===== src/rtl/booth_sequencer_if.sv =====
// Operand/result bundle for the radix-2 Booth sequencer.
// The requester (master) drives start and the operands. The sequencer (slave) returns status and the product.
interface booth_sequencer_if #(
    parameter int N = 4
);
    logic                       start;
    logic [N-1:0]               Multiplicand;
    logic [N-1:0]               Multiplier_Q;
    logic                       busy;
    logic                       done;
    logic [1:0]                 op;
    logic [$clog2(N+1)-1:0]     step;
    logic [2*N-1:0]             Product;

    modport master (
        output start, Multiplicand, Multiplier_Q,
        input  busy, done, op, step, Product
    );

    modport slave (
        input  start, Multiplicand, Multiplier_Q,
        output busy, done, op, step, Product
    );
endinterface


===== src/rtl/booth_sequencer.sv =====
// Radix-2 Booth signed multiplier sequencer: N add/subtract-and-shift steps on A/Q/Q-1.
// The sequencer registers a 2N-bit product and raises done for one cycle when the product is ready.
module booth_sequencer #(
    parameter int N = 4
) (
    input  logic               clk,
    input  logic               rst,
    booth_sequencer_if.slave   bus
);
    localparam int SW = $clog2(N + 1);

    typedef enum logic [1:0] {
        IDLE = 2'd0,
        RUN  = 2'd1,
        DONE = 2'd2
    } state_t;

    state_t            state_reg, state_next;
    // A and M carry one guard bit so that M = -2^(N-1) cannot overflow.
    logic [N:0]        a_reg, a_next;
    logic [N:0]        m_reg, m_next;
    logic [N-1:0]      q_reg, q_next;
    logic              q1_reg, q1_next;
    logic [SW-1:0]     step_reg, step_next;
    logic [2*N-1:0]    product_reg, product_next;
    logic [N:0]        a_sum;
    logic [1:0]        op_comb;

    always_ff @(posedge clk or negedge rst) begin
        if (!rst) begin
            state_reg   <= IDLE;
            a_reg       <= '0;
            m_reg       <= '0;
            q_reg       <= '0;
            q1_reg      <= 1'b0;
            step_reg    <= '0;
            product_reg <= '0;
        end else begin
            state_reg   <= state_next;
            a_reg       <= a_next;
            m_reg       <= m_next;
            q_reg       <= q_next;
            q1_reg      <= q1_next;
            step_reg    <= step_next;
            product_reg <= product_next;
        end
    end

    always_comb begin
        state_next   = state_reg;
        a_next       = a_reg;
        m_next       = m_reg;
        q_next       = q_reg;
        q1_next      = q1_reg;
        step_next    = step_reg;
        product_next = product_reg;
        a_sum        = a_reg;
        op_comb      = 2'b00;

        unique case (state_reg)
            IDLE: begin
                if (bus.start) begin
                    m_next     = {bus.Multiplicand[N-1], bus.Multiplicand};
                    a_next     = '0;
                    q_next     = bus.Multiplier_Q;
                    q1_next    = 1'b0;
                    step_next  = SW'(N);
                    state_next = RUN;
                end
            end
            RUN: begin
                unique case ({q_reg[0], q1_reg})
                    2'b10: begin
                        op_comb = 2'b10;
                        a_sum   = a_reg - m_reg;
                    end
                    2'b01: begin
                        op_comb = 2'b01;
                        a_sum   = a_reg + m_reg;
                    end
                    default: begin
                        op_comb = 2'b00;
                        a_sum   = a_reg;
                    end
                endcase
                // Arithmetic right shift of {A', Q, Q-1}.
                a_next    = {a_sum[N], a_sum[N:1]};
                q_next    = {a_sum[0], q_reg[N-1:1]};
                q1_next   = q_reg[0];
                step_next = step_reg - SW'(1);
                if (step_reg == SW'(1)) begin
                    state_next   = DONE;
                    product_next = {a_next[N-1:0], q_next};
                end
            end
            DONE: begin
                state_next = IDLE;
            end
            default: begin
                state_next = IDLE;
            end
        endcase
    end

    assign bus.busy    = (state_reg != IDLE);
    assign bus.done    = (state_reg == DONE);
    assign bus.op      = op_comb;
    assign bus.step    = step_reg;
    assign bus.Product = product_reg;

endmodule


===== src/flat_wrapper.sv =====
// flat-port wrapper written by rule: the top's interface ports become plain ports
module booth_sequencer_flat 
#(
    parameter int N = 4
)
  (clk, rst, bus_start, bus_Multiplicand, bus_Multiplier_Q, bus_busy, bus_done, bus_op, bus_step, bus_Product);
  booth_sequencer_if #(.N(N)) bus_i ();
  input  logic clk;
  input  logic rst;
  input wire logic [$bits(bus_i.start)-1:0] bus_start;
  input wire logic [$bits(bus_i.Multiplicand)-1:0] bus_Multiplicand;
  input wire logic [$bits(bus_i.Multiplier_Q)-1:0] bus_Multiplier_Q;
  output wire logic [$bits(bus_i.busy)-1:0] bus_busy;
  output wire logic [$bits(bus_i.done)-1:0] bus_done;
  output wire logic [$bits(bus_i.op)-1:0] bus_op;
  output wire logic [$bits(bus_i.step)-1:0] bus_step;
  output wire logic [$bits(bus_i.Product)-1:0] bus_Product;
  assign bus_i.start = bus_start;
  assign bus_i.Multiplicand = bus_Multiplicand;
  assign bus_i.Multiplier_Q = bus_Multiplier_Q;
  assign bus_busy = bus_i.busy;
  assign bus_done = bus_i.done;
  assign bus_op = bus_i.op;
  assign bus_step = bus_i.step;
  assign bus_Product = bus_i.Product;
  booth_sequencer #(.N(N)) u_core (.clk(clk), .rst(rst), .bus(bus_i));
endmodule

===== config.mk =====
export PLATFORM = sky130hd
export DESIGN_NAME = booth_sequencer_flat
export DESIGN_NICKNAME = d
export VERILOG_FILES = /design/src/rtl/booth_sequencer_if.sv /design/src/rtl/booth_sequencer.sv /design/src/flat_wrapper.sv
export SDC_FILE = /design/constraint.sdc
export NUM_CORES = 1
export LEC_CHECK = 0
export ABC_CLOCK_PERIOD_IN_PS = 3000
export BUFFER_PORTS_ARGS = -buffer_cell sky130_fd_sc_hd__buf_4
export CAP_MARGIN = 40
export CELL_PAD_IN_SITES_DETAIL_PLACEMENT = 1
export CELL_PAD_IN_SITES_GLOBAL_PLACEMENT = 2
export CORE_MARGIN = 2
export CORE_UTILIZATION = 34
export DETAILED_ROUTE_END_ITERATION = 8
export GPL_TIMING_DRIVEN = 0
export HOLD_SLACK_MARGIN = 0.02
export PLACE_DENSITY_LB_ADDON = 0.1
export SYNTH_ARGS = -nofsm -noshare
export SYNTH_HDL_FRONTEND = slang
export SYNTH_SLANG_ARGS = --single-unit

===== constraint.sdc =====
create_clock -name clk -period 3 [get_ports clk]
set_clock_uncertainty 0.1 [all_clocks]
set_input_delay 0.45 -clock clk [delete_from_list [all_inputs] [get_ports clk]]
set_output_delay 0.45 -clock clk [all_outputs]
set_load 0.005 [all_outputs]

; ---- After elaboration in Yosys (flattened, before gate mapping)
; Index checks and enable logic that the tools add are counted.
[op_classes]
addsub = 3
n_eq_ne = 7
muxes = 14
n_reduce_logical = 7
[ops]
columns = operator, count
row1 = $pmux W5 S2, 2
row2 = $pmux W2 S2, 2
row3 = $pmux W4 S2, 1
row4 = $reduce_and A2 Y1, 4
row5 = $mux W2, 3
row6 = $pmux W3 S2, 1
row7 = $add A5 B5 Y5, 1
row8 = $mux W5, 1
row9 = $sub A5 B5 Y5, 1
row10 = $eq A2 B1 Y1 const B, 2
row11 = $eq A2 B2 Y1 const B, 2
row12 = $mux W4, 1
row13 = $reduce_bool A2 Y1, 2
row14 = $eq A3 B1 Y1 const B, 1
row15 = $mux W3, 1
row16 = $sub A3 B1 Y3 const B, 1
row17 = $logic_not A2 Y1, 1
row18 = $ne A2 B1 Y1 const B, 1
row19 = $ne A2 B2 Y1 const B, 1
row20 = $pmux W1 S2, 1
row21 = $mux W1, 1
[word_totals]
register_bits = 27
inputBits = 11
out_inout_bits = 15
elab_cells = 38

; ---- Logic depth before layout (Yosys ltp)
[logic_depth]
word_depth = 3
mapped_depth = 10
mapped_depth_nobuf = 10

; ---- Worst setup path after synthesis
; OpenSTA, ideal clock, no wires.
[synth_timing]
kind = register -> register
from = reg u_core.q_reg[0]
to = reg u_core.a_reg[3]
setup_time_ns = 0.069
arrival_time_ns = 2.362
required_time_ns = 2.831
path_slack_ns = 0.469
stages_incl_launch_ff = 10
path_buffers = 0
synth_period_minus_slack_ns = 2.531
cell_sequence = dfrtp_1 -> inv_1 -> ha_1 -> mux2_1 -> fa_1 -> a21o_1 -> a21oi_2 -> xnor2_1 -> or4_1 -> nand3_1
[synth_between]
elab_chain_len = 3
word_cells_on_any_way = 4
classes_between = 2 x eq/ne / 2 x mux
[synth_rtl]
columns = element, line_no
row1 = "start, declared", booth_sequencer.sv:22  ; logic [N-1:0] q_reg, q_next;
row2 = "start signal, assigned", booth_sequencer.sv:42  ; q_reg <= q_next;
row3 = $eq A2 B1 Y1 or $eq A2 B2 Y1 (tied branches), booth_sequencer.sv:72  ; unique case ({q_reg[0], q1_reg})
row4 = $pmux W5 S2 (*), booth_sequencer.sv:72
row5 = $pmux W5 S2 (*), booth_sequencer.sv:60  ; unique case (state_reg)
row6 = "end signal, assigned", booth_sequencer.sv:40  ; a_reg <= a_next;
row7 = "end, declared", booth_sequencer.sv:20  ; logic [N:0] a_reg, a_next;
; Mark *: on every way between the ends. The rest lies on a longest branch, timed or not.
; A chain may end at the register's enable or synchronous reset.

; ---- Worst setup path in the final report
; Same ends and word-level chain as after synthesis.

==> results.py <==
metrics = {
    "power_and_ir_drop": {
        "combPwrFrac": 0.584,
        "seq_power_share": 0.321,
        "switching_power_mw": 0.867,
        "vdd_drop_max_mv": 0.417,
        "internal_power_mw": 1.18,
        "pwr-share-clk": 0.095,
        "cellPowerDensity_nw_per_um2": 1190,
        "switching_share": 0.423,
        "p_leak_nw": 0.850,
    },
    "final_layout": {
        "register_area_sq_um": 651,
        "utilization": 0.430,
        "diodes": 0,
        "syn_to_final_growth_pct": 21.3,
        "largest_reg_flops": 8,
        "instances_no_fill": 225,
        "fillCellCount": 468,
        "final_nets": 200,
        "multi_input_area_sq_um": 704,
        "drive_above_1_share": 0.223,
    },
    "logic_synthesis": {
        "synth_area_sq_um": 1420,
        "synth-seq-cells": 26,
        "yosys.area.top_type": "dfrtp_1",
        "yosysSeqAreaShare": 0.459,
        "syn_nets": 169,
        "synthArstFlopShare": 1.00,
        "synth.area.top_cells": "dfrtp_1 46%, ha_1 9.7%, nand2_1 7.7%, o21ai_1 3.9%, mux2i_1 3.5%",
        "synthFlopType": "dfrtp_1",
        "synth_common_cells": "29 x nand2_1, 26 x dfrtp_1, 11 x ha_1, 11 x o21ai_1, 7 x nor2_1",
        "synth-edff-count": 0,
        "synth_top_cell_area_share": 0.459,
        "synth.avg_cell_area_sq_um": 9.71,
        "netlist-cell-type-count": 33,
        "synth.most_common_cell": "nand2_1",
        "synth_cells": 146,
        "ys_warn_count": 0,
    },
    "min_path": {
        "hold_class": "input pin to register",
    },
    "timing": {
        "setup_viol": 0,
        "max_slew_margin": 0.680,
        "fmax_mhz": 365,
        "drv_slew": 0,
        "rsz0062_at_grt": "false",
        "min_period_over_period": 0.914,
        "hold_viol_final": 0,
        "holdWs_ns": 0.293,
        "setup-tns-final_ns": 0,
        "fin_crit_ns": 2.74,
        "worst_pin_slew_ns": 0.480,
    },
    "clock_tree": {
        "postCtsSetupBuffers": 0,
        "clock_latency_ns": 0.27,
        "clock_sinks": 26,
        "numCtsBuffers": 3,
        "cts_resized": 0,
        "cts_buffer_depth": 2,
        "cts-root-buf": "clkbuf_8",
        "cts_tree": "yes",
        "cts.clk_slew.worst_paths_ns": 0.09,
        "ctsHoldBuffers": 1,
        "cts-htree-levels": 1,
    },
    "place": {
        "gp_congestion": 0.771,
        "placed_cells": 221,
        "io_buffer_count": 25,
        "dp_hpwl_mm": 2.44,
    },
    "route": {
        "initialDrtViolationCount": 29,
        "drc": 0,
        "post_drt_wl_per_cell_microns": 14.0,
        "routed_wl_mm": 3.16,
        "via_count": 1110,
        "drtPass1Iterations": 4,
        "routed_via_density": 4.93,
        "drtAntennaViolNets": 0,
    },
    "run_status": {
        "outcome": "finished, final reports clean",
    },
    "floorplanning": {
        "num_rows": 23,
        "start_util": 0.354,
        "top_level_ports": 26,
        "core_area_sq_um": 4000,
        "dieArea_sq_um": 4700,
        "die_h_microns": 68.6,
        "chipWidth_microns": 68.6,
    },
    "grt": {
        "antenna_found_initial": 0,
        "grt_max_degree": 27,
        "grt_overflow": 0,
        "grt_pass1_wl_mm": 5.35,
        "grt_use_total": 0.154,
        "grt_pass1_vias": 1180,
    },
    "job": {
        "cap_viol_max_count": 0,
    },
    "worst_setup_path": {
        "start_kind": "register",
        "required_ns": 3.11,
        "critPathMaxFanout": 5,
        "critPathArrivalTime_ns": 2.85,
        "worstSetupPathType": "register to register",
        "end_kind": "register",
    },
}
## cells by family (layout without fill, tap and decap cells)
family	Yosys count	after routing	share of synthesized area
buffers and inverters	14	43	0.0441
xor gates and xnor gates	6	6	0.0371
DFF	26	26	0.459
muxes	8	8	0.0591
and+or+nand+nor	52	52	0.169
adders and majority gates	12	12	0.111
AOI/OAI and AO/OA	28	28	0.120
## layout make-up
class | count | share of cell area
Buffer | 6 | 0.0189
Clock buffer | 3 | 0.0240
Inverter | 8 | 0.0175
Multi-Input combinational cell | 106 | 0.410
Sequential cell | 26 | 0.378
Tap cell | 50 | 0.0364
Timing Repair Buffer | 26 | 0.115
## through the flow
stage | cell area (sq um) | worst slack (ns) | power (mW)
after floorplan | 1420 | 0.469 | 1.49
after global routing | 1720 | 0.103 | 2.30
final | 1720 | 0.258 | 2.05
after global placement | 1670 | 0.290 | 1.83
after CTS | 1720 | 0.201 | 2.10
after detailed placement | 1670 | 0.255 | 1.89
## worst max-delay path: stages (launching register included)
cell,delay (ns)
dfrtp_1,0.40
inv_1,0.12
ha_1,0.26
mux2_1,0.40
fa_1,0.44
a21o_1,0.19
a21oi_2,0.14
xnor2_1,0.13
or4_1,0.42
nand3_1,0.09
## final timing paths
check,start,endpoint,slack [ns],depth (start not counted)
min reg2reg,u_core.bus.Product[2]$_DFFE_PN0P_,u_core.bus.Product[2]$_DFFE_PN0P_,0.39,2
min,bus_Multiplicand[1],u_core.m_reg[1]$_DFFE_PN0P_,0.29,3
min in group asynchronous,rst,u_core.bus.Product[0]$_DFFE_PN0P_,0.54,2
max in group asynchronous,rst,u_core.m_reg[2]$_DFFE_PN0P_,2.01,2
max reg2reg,u_core.q_reg[0]$_DFFE_PN0P_,u_core.a_reg[3]$_DFFE_PN0P_,0.26,9
max,u_core.q_reg[0]$_DFFE_PN0P_,u_core.a_reg[3]$_DFFE_PN0P_,0.26,9
## metal layers
layer  routed length (microns)  up-vias  GRT usage  share of wire
li1                          -      544          -              -
met1                      1440      543      0.196           0.46
met2                      1580       19      0.269           0.50
met3                       106        4     0.0244          0.034
met4                        33        0     0.0450          0.010
met5                         0        -          0              0
## power groups by stage
stage                     clock network, mW  logic, mW  registers, mW
after floorplan                           0      0.855          0.638
after global placement                    0       1.17          0.656
after detailed placement                  0       1.22          0.670
after CTS                             0.203       1.23          0.663
after global routing                  0.212       1.40          0.689
final                                 0.195       1.20          0.659
## placed cells by master, fill, tap and decap left out, drive strengths merged
master       Yosys  routed
a21o             2       2
nor2             9       9
mux2             3       3
o21ai           11      11
inv              8       8
ha              11      11
nor3             2       2
nand2           29      29
or2b             1       1
dlygate4sd3      0       1
or4              1       1
a221o            1       1
mux2i            5       5
buf              4      29
dfrtp           26      26
xor2             4       4
nand2b           1       1
and2             3       3
and3             1       1
a21oi            6       6
o211ai           1       1
o21a             1       1
xnor2            2       2
fa               1       1
clkbuf           2       5
o22ai            6       6
nor2b            3       3
or2              1       1
nand3            1       1
(Power assumes the default switching activity.)
